**src/rtl/bit_scan_pkg.sv**
```systemverilog
// Shared types and helpers for the bit-scan encoder.
package bit_scan_pkg;

  // Encoder control states: nothing held, non-zero vector held, all-zero vector held.
  typedef enum logic [1:0] {
    IDLE = 2'd0,
    SCAN = 2'd1,
    ZERO = 2'd2
  } bs_state_e;

  // Index width for a vector of vect_w bits (at least one bit).
  function automatic int unsigned idx_width(input int unsigned vect_w);
    if (vect_w < 2) begin
      return 1;
    end
    return $clog2(vect_w);
  endfunction

endpackage

```
**src/rtl/bit_scan_encoder_prio_enc.sv**
```systemverilog
// Combinational priority encoder: picks the first set bit in scan order and
// flags when exactly one bit remains set.
module prio_enc
  import bit_scan_pkg::*;
#(
  parameter int unsigned VECT_W    = 8,
  parameter bit          MSB_FIRST = 1'b1,
  localparam int unsigned IDX_W    = idx_width(VECT_W)
) (
  input  logic [VECT_W-1:0] vect_i,
  output logic [IDX_W-1:0]  idx_c,
  output logic              one_hot_c
);

  // Later loop iterations win, so the loop runs toward the preferred end.
  always_comb begin
    idx_c = '0;
    if (MSB_FIRST) begin
      for (int i = 0; i < int'(VECT_W); i++) begin
        if (vect_i[i]) idx_c = IDX_W'(i);
      end
    end else begin
      for (int i = int'(VECT_W) - 1; i >= 0; i--) begin
        if (vect_i[i]) idx_c = IDX_W'(i);
      end
    end
  end

  // Exactly one bit set: non-zero and clearing the lowest set bit leaves zero.
  assign one_hot_c = (vect_i != '0) && ((vect_i & (vect_i - VECT_W'(1))) == '0);

endmodule

```
**src/rtl/bit_scan_encoder.sv**
```systemverilog
// Bit-scan encoder: accepts a vector and streams out the index of every set
// bit, one beat per bit, with a single "empty" beat for an all-zero vector.
module bit_scan_encoder
  import bit_scan_pkg::*;
#(
  parameter int unsigned  VECT_W    = 8,
  parameter bit           MSB_FIRST = 1'b1,
  localparam int unsigned IDX_W     = $clog2(VECT_W)
) (
  input  logic              clk,
  input  logic              rst_n,
  input  logic              in_valid,
  output logic              in_ready,
  input  logic [VECT_W-1:0] in_vect,
  output logic              out_valid,
  input  logic              out_ready,
  output logic [IDX_W-1:0]  out_idx,
  output logic              out_last,
  output logic              out_empty
);

  bs_state_e         state_q, state_d;
  logic [VECT_W-1:0] work_q, work_d;
  logic              out_valid_q, out_valid_d;
  logic [IDX_W-1:0]  out_idx_q, out_idx_d;
  logic              out_last_q, out_last_d;
  logic              out_empty_q, out_empty_d;

  logic              out_hs_c;
  logic              accept_c;
  logic [IDX_W-1:0]  nxt_idx_c;
  logic              nxt_one_hot_c;

  // Handshakes; a new vector may enter while the final beat of the old one leaves.
  assign out_hs_c = out_valid_q & out_ready;
  assign in_ready = (state_q == IDLE) | (out_hs_c & out_last_q);
  assign accept_c = in_valid & in_ready;

  // Encode the next work value so the beat outputs can be registered.
  prio_enc #(
    .VECT_W   (VECT_W),
    .MSB_FIRST(MSB_FIRST)
  ) u_prio_enc (
    .vect_i   (work_d),
    .idx_c    (nxt_idx_c),
    .one_hot_c(nxt_one_hot_c)
  );

  // Next state, next work vector and next beat outputs.
  always_comb begin
    state_d     = state_q;
    work_d      = work_q;
    out_valid_d = 1'b0;
    out_idx_d   = '0;
    out_last_d  = 1'b0;
    out_empty_d = 1'b0;

    case (state_q)
      SCAN: begin
        if (out_hs_c) begin
          work_d = work_q & ~(VECT_W'(1) << out_idx_q);
          if (out_last_q) state_d = IDLE;
        end
      end
      ZERO: begin
        if (out_hs_c) state_d = IDLE;
      end
      default: ;
    endcase

    if (accept_c) begin
      work_d  = in_vect;
      state_d = (in_vect != '0) ? SCAN : ZERO;
    end

    case (state_d)
      SCAN: begin
        out_valid_d = 1'b1;
        out_idx_d   = nxt_idx_c;
        out_last_d  = nxt_one_hot_c;
      end
      ZERO: begin
        out_valid_d = 1'b1;
        out_last_d  = 1'b1;
        out_empty_d = 1'b1;
      end
      default: ;
    endcase
  end

  // State, work vector and beat output registers.
  always_ff @(posedge clk or negedge rst_n) begin
    if (!rst_n) begin
      state_q     <= IDLE;
      work_q      <= '0;
      out_valid_q <= 1'b0;
      out_idx_q   <= '0;
      out_last_q  <= 1'b0;
      out_empty_q <= 1'b0;
    end else begin
      state_q     <= state_d;
      work_q      <= work_d;
      out_valid_q <= out_valid_d;
      out_idx_q   <= out_idx_d;
      out_last_q  <= out_last_d;
      out_empty_q <= out_empty_d;
    end
  end

  assign out_valid = out_valid_q;
  assign out_idx   = out_idx_q;
  assign out_last  = out_last_q;
  assign out_empty = out_empty_q;

endmodule

```
**config.mk**
```make
export PLATFORM = sky130hd
export DESIGN_NAME = bit_scan_encoder
export DESIGN_NICKNAME = d
export VERILOG_FILES = /design/src/rtl/bit_scan_pkg.sv /design/src/rtl/bit_scan_encoder_prio_enc.sv /design/src/rtl/bit_scan_encoder.sv
export SDC_FILE = /design/constraint.sdc
export NUM_CORES = 1
export LEC_CHECK = 0
export ABC_AREA = 1
export BUFFER_PORTS_ARGS = -buffer_cell sky130_fd_sc_hd__buf_2
export CAP_MARGIN = 10
export CORE_AREA = 2 2 45 58
export CTS_CLUSTER_DIAMETER = 100
export DETAILED_ROUTE_END_ITERATION = 6
export DIE_AREA = 0 0 47 60
export PLACE_DENSITY = 0.76
export SYNTH_ARGS = -nofsm -noshare
export SYNTH_HDL_FRONTEND = slang
export SYNTH_SLANG_ARGS = --single-unit
```
**constraint.sdc**
```tcl
create_clock -name clk -period 3.2 [get_ports clk]
set_input_delay 0.32 -clock clk [delete_from_list [all_inputs] [get_ports clk]]
set_output_delay 0.32 -clock clk [all_outputs]
set_load 0.03 [all_outputs]
```
==> results.cfg, run 1 <==
[critical_path]
cp_common_cell = nor2_1
required_ns = 3.43
cp_top_family = simple AND/OR/NAND/NOR gates
critPathCaptureType = register
start_kind = register
path_buf_inv = 3
crit_arrival_ns = 2.42
cpMaxStageDelayCell = dfrtp_1
crit_chain = inv_1 -> ha_1 -> inv_1 -> nand2_2 -> nand2_4 -> nor2_1 -> nand3_1 -> inv_1 -> a31oi_1 -> ha_1 -> nand3_1 -> nor2_1 -> nand3_1 -> nor2_1 -> nor2_1 -> nor2_1
worstPathMaxFanout = 18
slowest_delay_ns = 0.38
worst-setup-path-type = register to register

[clocking]
clock_latency_ns = 0.29
htreeDepth = 1
cts_buffers = 3
post_cts_resized = 0
cts_root_buf = clkbuf_4
cts_sinks = 16
path_clk_slew_ns = 0.10
cts.path.max_buffers = 2
postCtsSetupRepairBufs = 0
cts_tree = yes
ctsHoldBuffers = 1

[placement]
place_ws_ns = 1.04
hpwl_um = 2010
routabilityCongestion = 0.853
io_buffers = 18
placed_cells = 201

[floorplan]
die_h_um = 60
initial_core_util_pct = 47.6
die-area_sq_mm = 0.00282
core-area_sq_mm = 0.00230
boundaryPins = 19
chipWidth_um = 47
rows = 20

[final_layout]
final_cells = 205
final_cell_mix = nand2_1, buf_2, inv_1, nor2_1
areaGrowthSynthToFinish_pct = 12.4
n_antenna_cell = 0
drive_gt1_share_pct = 22.1
nets = 191
final_common_cell = nand2_1

[synthesis]
syn_area_sq_mm = 0.00110
ys_types = 25
synth-seq-cells = 16
avgSynthCellArea_sq_um = 7.16
seq_area_frac_synth_pct = 36.5
syn_nets = 170
netlist_instances = 153
yosys_warnings = 0

[route]
totalWireLength_um = 2490
drt_pass1_iterations = 4
wl_per_cell_um = 12.2
drc_errors = 0
drt_iter0_markers = 18
ant_nets = 0
num_vias = 1028
via_per_inst = 5.01

[pwr]
leakage_nw = 0.667
irDropWorstVdd_uv = 417
finalPower_mw = 1.17
powerDensity_mw_per_mm2 = 947

[timing]
tns_ns = 0
tightest_slew_ns = 0.535
fmax_ghz = 0.457
rsz0062_at_grt = false
setup_violations = 0
hold_viol = 0
fin_crit_ns = 2.19
slew_violations = 0
slew_headroom_pct = 64.1
postLayoutSetupSlackWorst_ns = 1.01
fin_skew_ns = 0.000545
post-route-period-util_pct = 68.4
whs_ns = 0.322

[global_route]
grt-ovfl-total = 0
grt_first_pass_wirelength_um = 4080
grt_use_total_pct = 20.4
grt_max_degree = 19
antenna_found_initial = 0
grt_pass1_vias = 990

[job]
max_cap_violations = 0

[status]
status = completed

[hold_path]
hp-class = input pin to register
per-layer routing:
layer	vias to the layer above	global-route usage (%)	wire [um]
met1	473	24.0	1070
met5	-	0	0
met3	4	3.63	80
met2	26	36.2	1310
met4	0	6.35	27
li1	525	-	-
cells by family (layout without fill, tap and decap cells):
group / after synthesis / after routing / synth area share, %
simple gates: 96 / 96 / 40.6
fa+ha+maj: 5 / 5 / 5.71
buf+inv: 21 / 40 / 8.67
compound gates: 15 / 15 / 8.45
flops: 16 / 16 / 36.5
power by group:
group | internal, mW | switching (mW) | total (mW)
registers | 0.285 | 0.0710 | 0.356
logic | 0.225 | 0.474 | 0.698
clock network | 0.0439 | 0.0682 | 0.112
total | 0.554 | 0.613 | 1.17
worst paths after layout:
| path | from | end | slack [ns] | cells past startpoint |
|---|---|---|---|---|
| setup / recovery | state_q[0] | out_last | 1.01 | 16 |
| hold / removal | in_vect[4] | work_q[4] | 0.32 | 3 |
| setup reg to reg | state_q[0] | out_last | 1.01 | 16 |
| hold reg to reg | work_q[4] | work_q[4] | 0.59 | 2 |
| max in group asynchronous | rst_n | work_q[5] | 2.46 | 2 |
| min in group asynchronous | rst_n | work_q[2] | 0.47 | 2 |
state kept, by name, indices dropped and copies added (netlist names):
name	cells
work_q	8
out_idx	3
state_q	2
out_empty	1
out_last	1
out_valid	1
worst register-to-register path, cell delays in order, from the launching register on:
cell and delay, ns:
dfrtp_1 0.38, inv_1 0.08, ha_1 0.19, inv_1 0.09, nand2_2 0.08, nand2_4 0.17, nor2_1 0.08, nand3_1 0.08
inv_1 0.06, a31oi_1 0.24, ha_1 0.22, nand3_1 0.08, nor2_1 0.08, nand3_1 0.07, nor2_1 0.10, nor2_1 0.05
nor2_1 0.08
final cells by class:
cell class,instances,area [sq um]
clock buffer,3,22.5
multi-input combinational,116,601
tap,33,41.3
timing repair buffer,19,100
sequential,16,400
fill,234,1070
inverter,18,67.6
per-stage QoR:
| step | area (sq um) | utilization [%] |
|---|---|---|
| 6_report | 1230 | 53.5 |
| 5_1_grt | 1230 | 53.5 |
| 4_1_cts | 1230 | 53.5 |
| 3_5_place_dp | 1200 | 52.1 |
| 3_3_place_gp | 1200 | 52.1 |
| 2_1_floorplan | 1100 | - |
cells in the mapped netlist:
cell type | instances | share of area (%)
nor2_2 | 6 | 3.4
nand3_1 | 16 | 7.3
nand2_2 | 2 | 1.1
o21ai_0 | 3 | 1.4
inv_1 | 17 | 5.8
nor3_1 | 1 | 0.46
dfrtp_1 | 16 | 37
a31oi_1 | 1 | 0.57
o21ai_1 | 4 | 1.8
nand2_1 | 46 | 16
nor2_4 | 2 | 2.1
o21ai_2 | 2 | 1.6
a211oi_1 | 1 | 0.69
or2_0 | 1 | 0.57
nand2_4 | 1 | 1.0
buf_6 | 2 | 2.1
a21boi_2 | 1 | 1.0
nand3b_1 | 1 | 0.69
a21oi_1 | 3 | 1.4
nand3_2 | 2 | 1.8
nor2_1 | 17 | 5.8
inv_2 | 1 | 0.34
clkbuf_2 | 1 | 0.46
ha_1 | 5 | 5.7
nor4_1 | 1 | 0.57
Power figures use the tool's default switching activity.
==> run 2, diff against run 1 <==
- clock period: 3.2 -> 2.2 ns (I/O delays scaled with it)
==> results.cfg, run 2 (synthesized netlist as in run 1, its figures left out) <==
[status]
status = completed

[final_layout]
final_common_cell = nand2_1
areaGrowthSynthToFinish_pct = 19.3
nets = 196
final_cell_mix = nand2_1, buf_2
fill_cells = 220
utilization_pct = 56.8
largest_reg_flops = 8
drive_gt1_share_pct = 27.1
regMostFlops = work_q
n_antenna_cell = 0

[pwr]
irDropWorstVdd_uv = 581
p_comb_share_pct = 62.0
seq_power_share_pct = 29.0
p_clk_share_pct = 9.0
swShare_pct = 52.3
power.internal_uw = 851
powerDensity_mw_per_mm2 = 1370
finalPower_mw = 1.79
p_sw_uw = 934
leakage_nw = 0.691

[timing]
fin_skew_ns = 0.00472
fmax_ghz = 0.502
fin_crit_ns = 1.99
rsz0062_at_grt = false
tightest_slew_ns = 0.368
tns_ns = 0
slew_headroom_pct = 75.5
post-route-period-util_pct = 90.5
hold_viol = 0
postLayoutSetupSlackWorst_ns = 0.209
slew_violations = 0
setup_violations = 0

[global_route]
grt_first_pass_wirelength_um = 3900
grt_use_total_pct = 19.5
grt_pass1_vias = 983
grt-ovfl-total = 0
antenna_found_initial = 0
grt_max_degree = 19

[critical_path]
slowest_delay_ns = 0.39
worstPathMaxFanout = 5
worst-setup-path-type = register to register
critPathCaptureType = register
cp_top_family = simple AND/OR/NAND/NOR gates
crit_arrival_ns = 2.22
crit_chain = inv_1 -> ha_1 -> inv_2 -> nand2_4 -> nand2_8 -> nor2_1 -> nand3_1 -> inv_1 -> a31oi_4 -> ha_2 -> nand3_1 -> nor2_1 -> nand3_1 -> nor2_1 -> nor2_1 -> nor2_1
start_kind = register
cpMaxStageDelayCell = dfrtp_1
cp_common_cell = nor2_1
path_buf_inv = 3
required_ns = 2.43

[route]
drt_pass1_iterations = 4
num_vias = 1103
via_per_inst = 5.25
ant_nets = 0
drt_iter0_markers = 28
drc_errors = 0
totalWireLength_um = 2580
wl_per_cell_um = 12.3

[placement]
hpwl_um = 1940
io_buffers = 18
routabilityCongestion = 0.854
place_ws_ns = 0.0624

[clocking]
cts_buffers = 3
cts_root_buf = clkbuf_4
htreeDepth = 1
path_clk_slew_ns = 0.10
clock_latency_ns = 0.29
cts_sinks = 16
cts.path.max_buffers = 2
cts_tree = yes

[floorplan]
die_h_um = 60
die-area_sq_mm = 0.00282
rows = 20
initial_core_util_pct = 47.6
core-area_sq_mm = 0.00230
boundaryPins = 19
chipWidth_um = 47

[hold_path]
hp-class = input pin to register

[job]
max_cap_violations = 0
==> run 2: final cells by class <==
class	count	area, sq um	area share, %
multi-input combinational	116	638	48.8
timing repair buffer	24	138	10.5
clock buffer	3	22.5	1.72
sequential	16	400	30.6
inverter	18	67.6	5.17
tap	33	41.3	3.16
==> run 2: final timing paths <==
kind                                  from   endpoint  slack (ns)  depth (start not counted)
worst min-delay path            in_vect[4]  work_q[4]        0.21                          3
worst max-delay path            state_q[0]   out_last        0.21                         16
min in group asynchronous            rst_n  work_q[0]        0.36                          2
worst min register to register   work_q[4]  work_q[4]        0.58                          2
worst max register to register  state_q[0]   out_last        0.21                         16
max in group asynchronous            rst_n  work_q[4]        1.57                          2
==> run 2: worst register-to-register path: cells and delay by family, from the launching register on <==
kind                     cells  cell delay, ns
buffers and inverters        3            0.25
flip-flops                   1            0.39
AO/OA/AOI/OAI                1            0.18
AND/OR/NAND/NOR             10            0.71
adder cells (fa/ha/maj)      2            0.41
==> run 2: power by group through the flow <==
stage | logic [mW] | registers (mW) | clock network (mW)
global placement | 0.995 | 0.513 | 0
global route | 1.21 | 0.534 | 0.176
detailed placement | 1.02 | 0.523 | 0
CTS | 1.03 | 0.516 | 0.160
floorplan | 0.747 | 0.570 | 0
finish | 1.11 | 0.518 | 0.160
==> run 2: repair_timing <==
item,4_1_cts,5_1_grt
hold buffers,1,0
endpoints found under the setup margin,0,2
endpoints found under the hold margin,16,0
setup buffers,0,4
resized for setup,0,8
==> run 2: per-stage QoR <==
stage          cell area [sq um]  instances  hold slack [ns]
4_1_cts                     1240        206            0.209
3_5_place_dp                1210        202            0.162
5_1_grt                     1310        210            0.222
6_report                    1310        210            0.212
2_1_floorplan               1100        153          -0.0756
3_3_place_gp                1210        202            0.154
==> run 2: metal layers <==
metal	GRT usage [%]	vias to the layer above	share of wire [%]
met5	0	-	0
met4	10.3	0	3.4
met3	3.63	9	4.0
met2	34.1	28	53
met1	21.6	531	40
li1	-	535	-
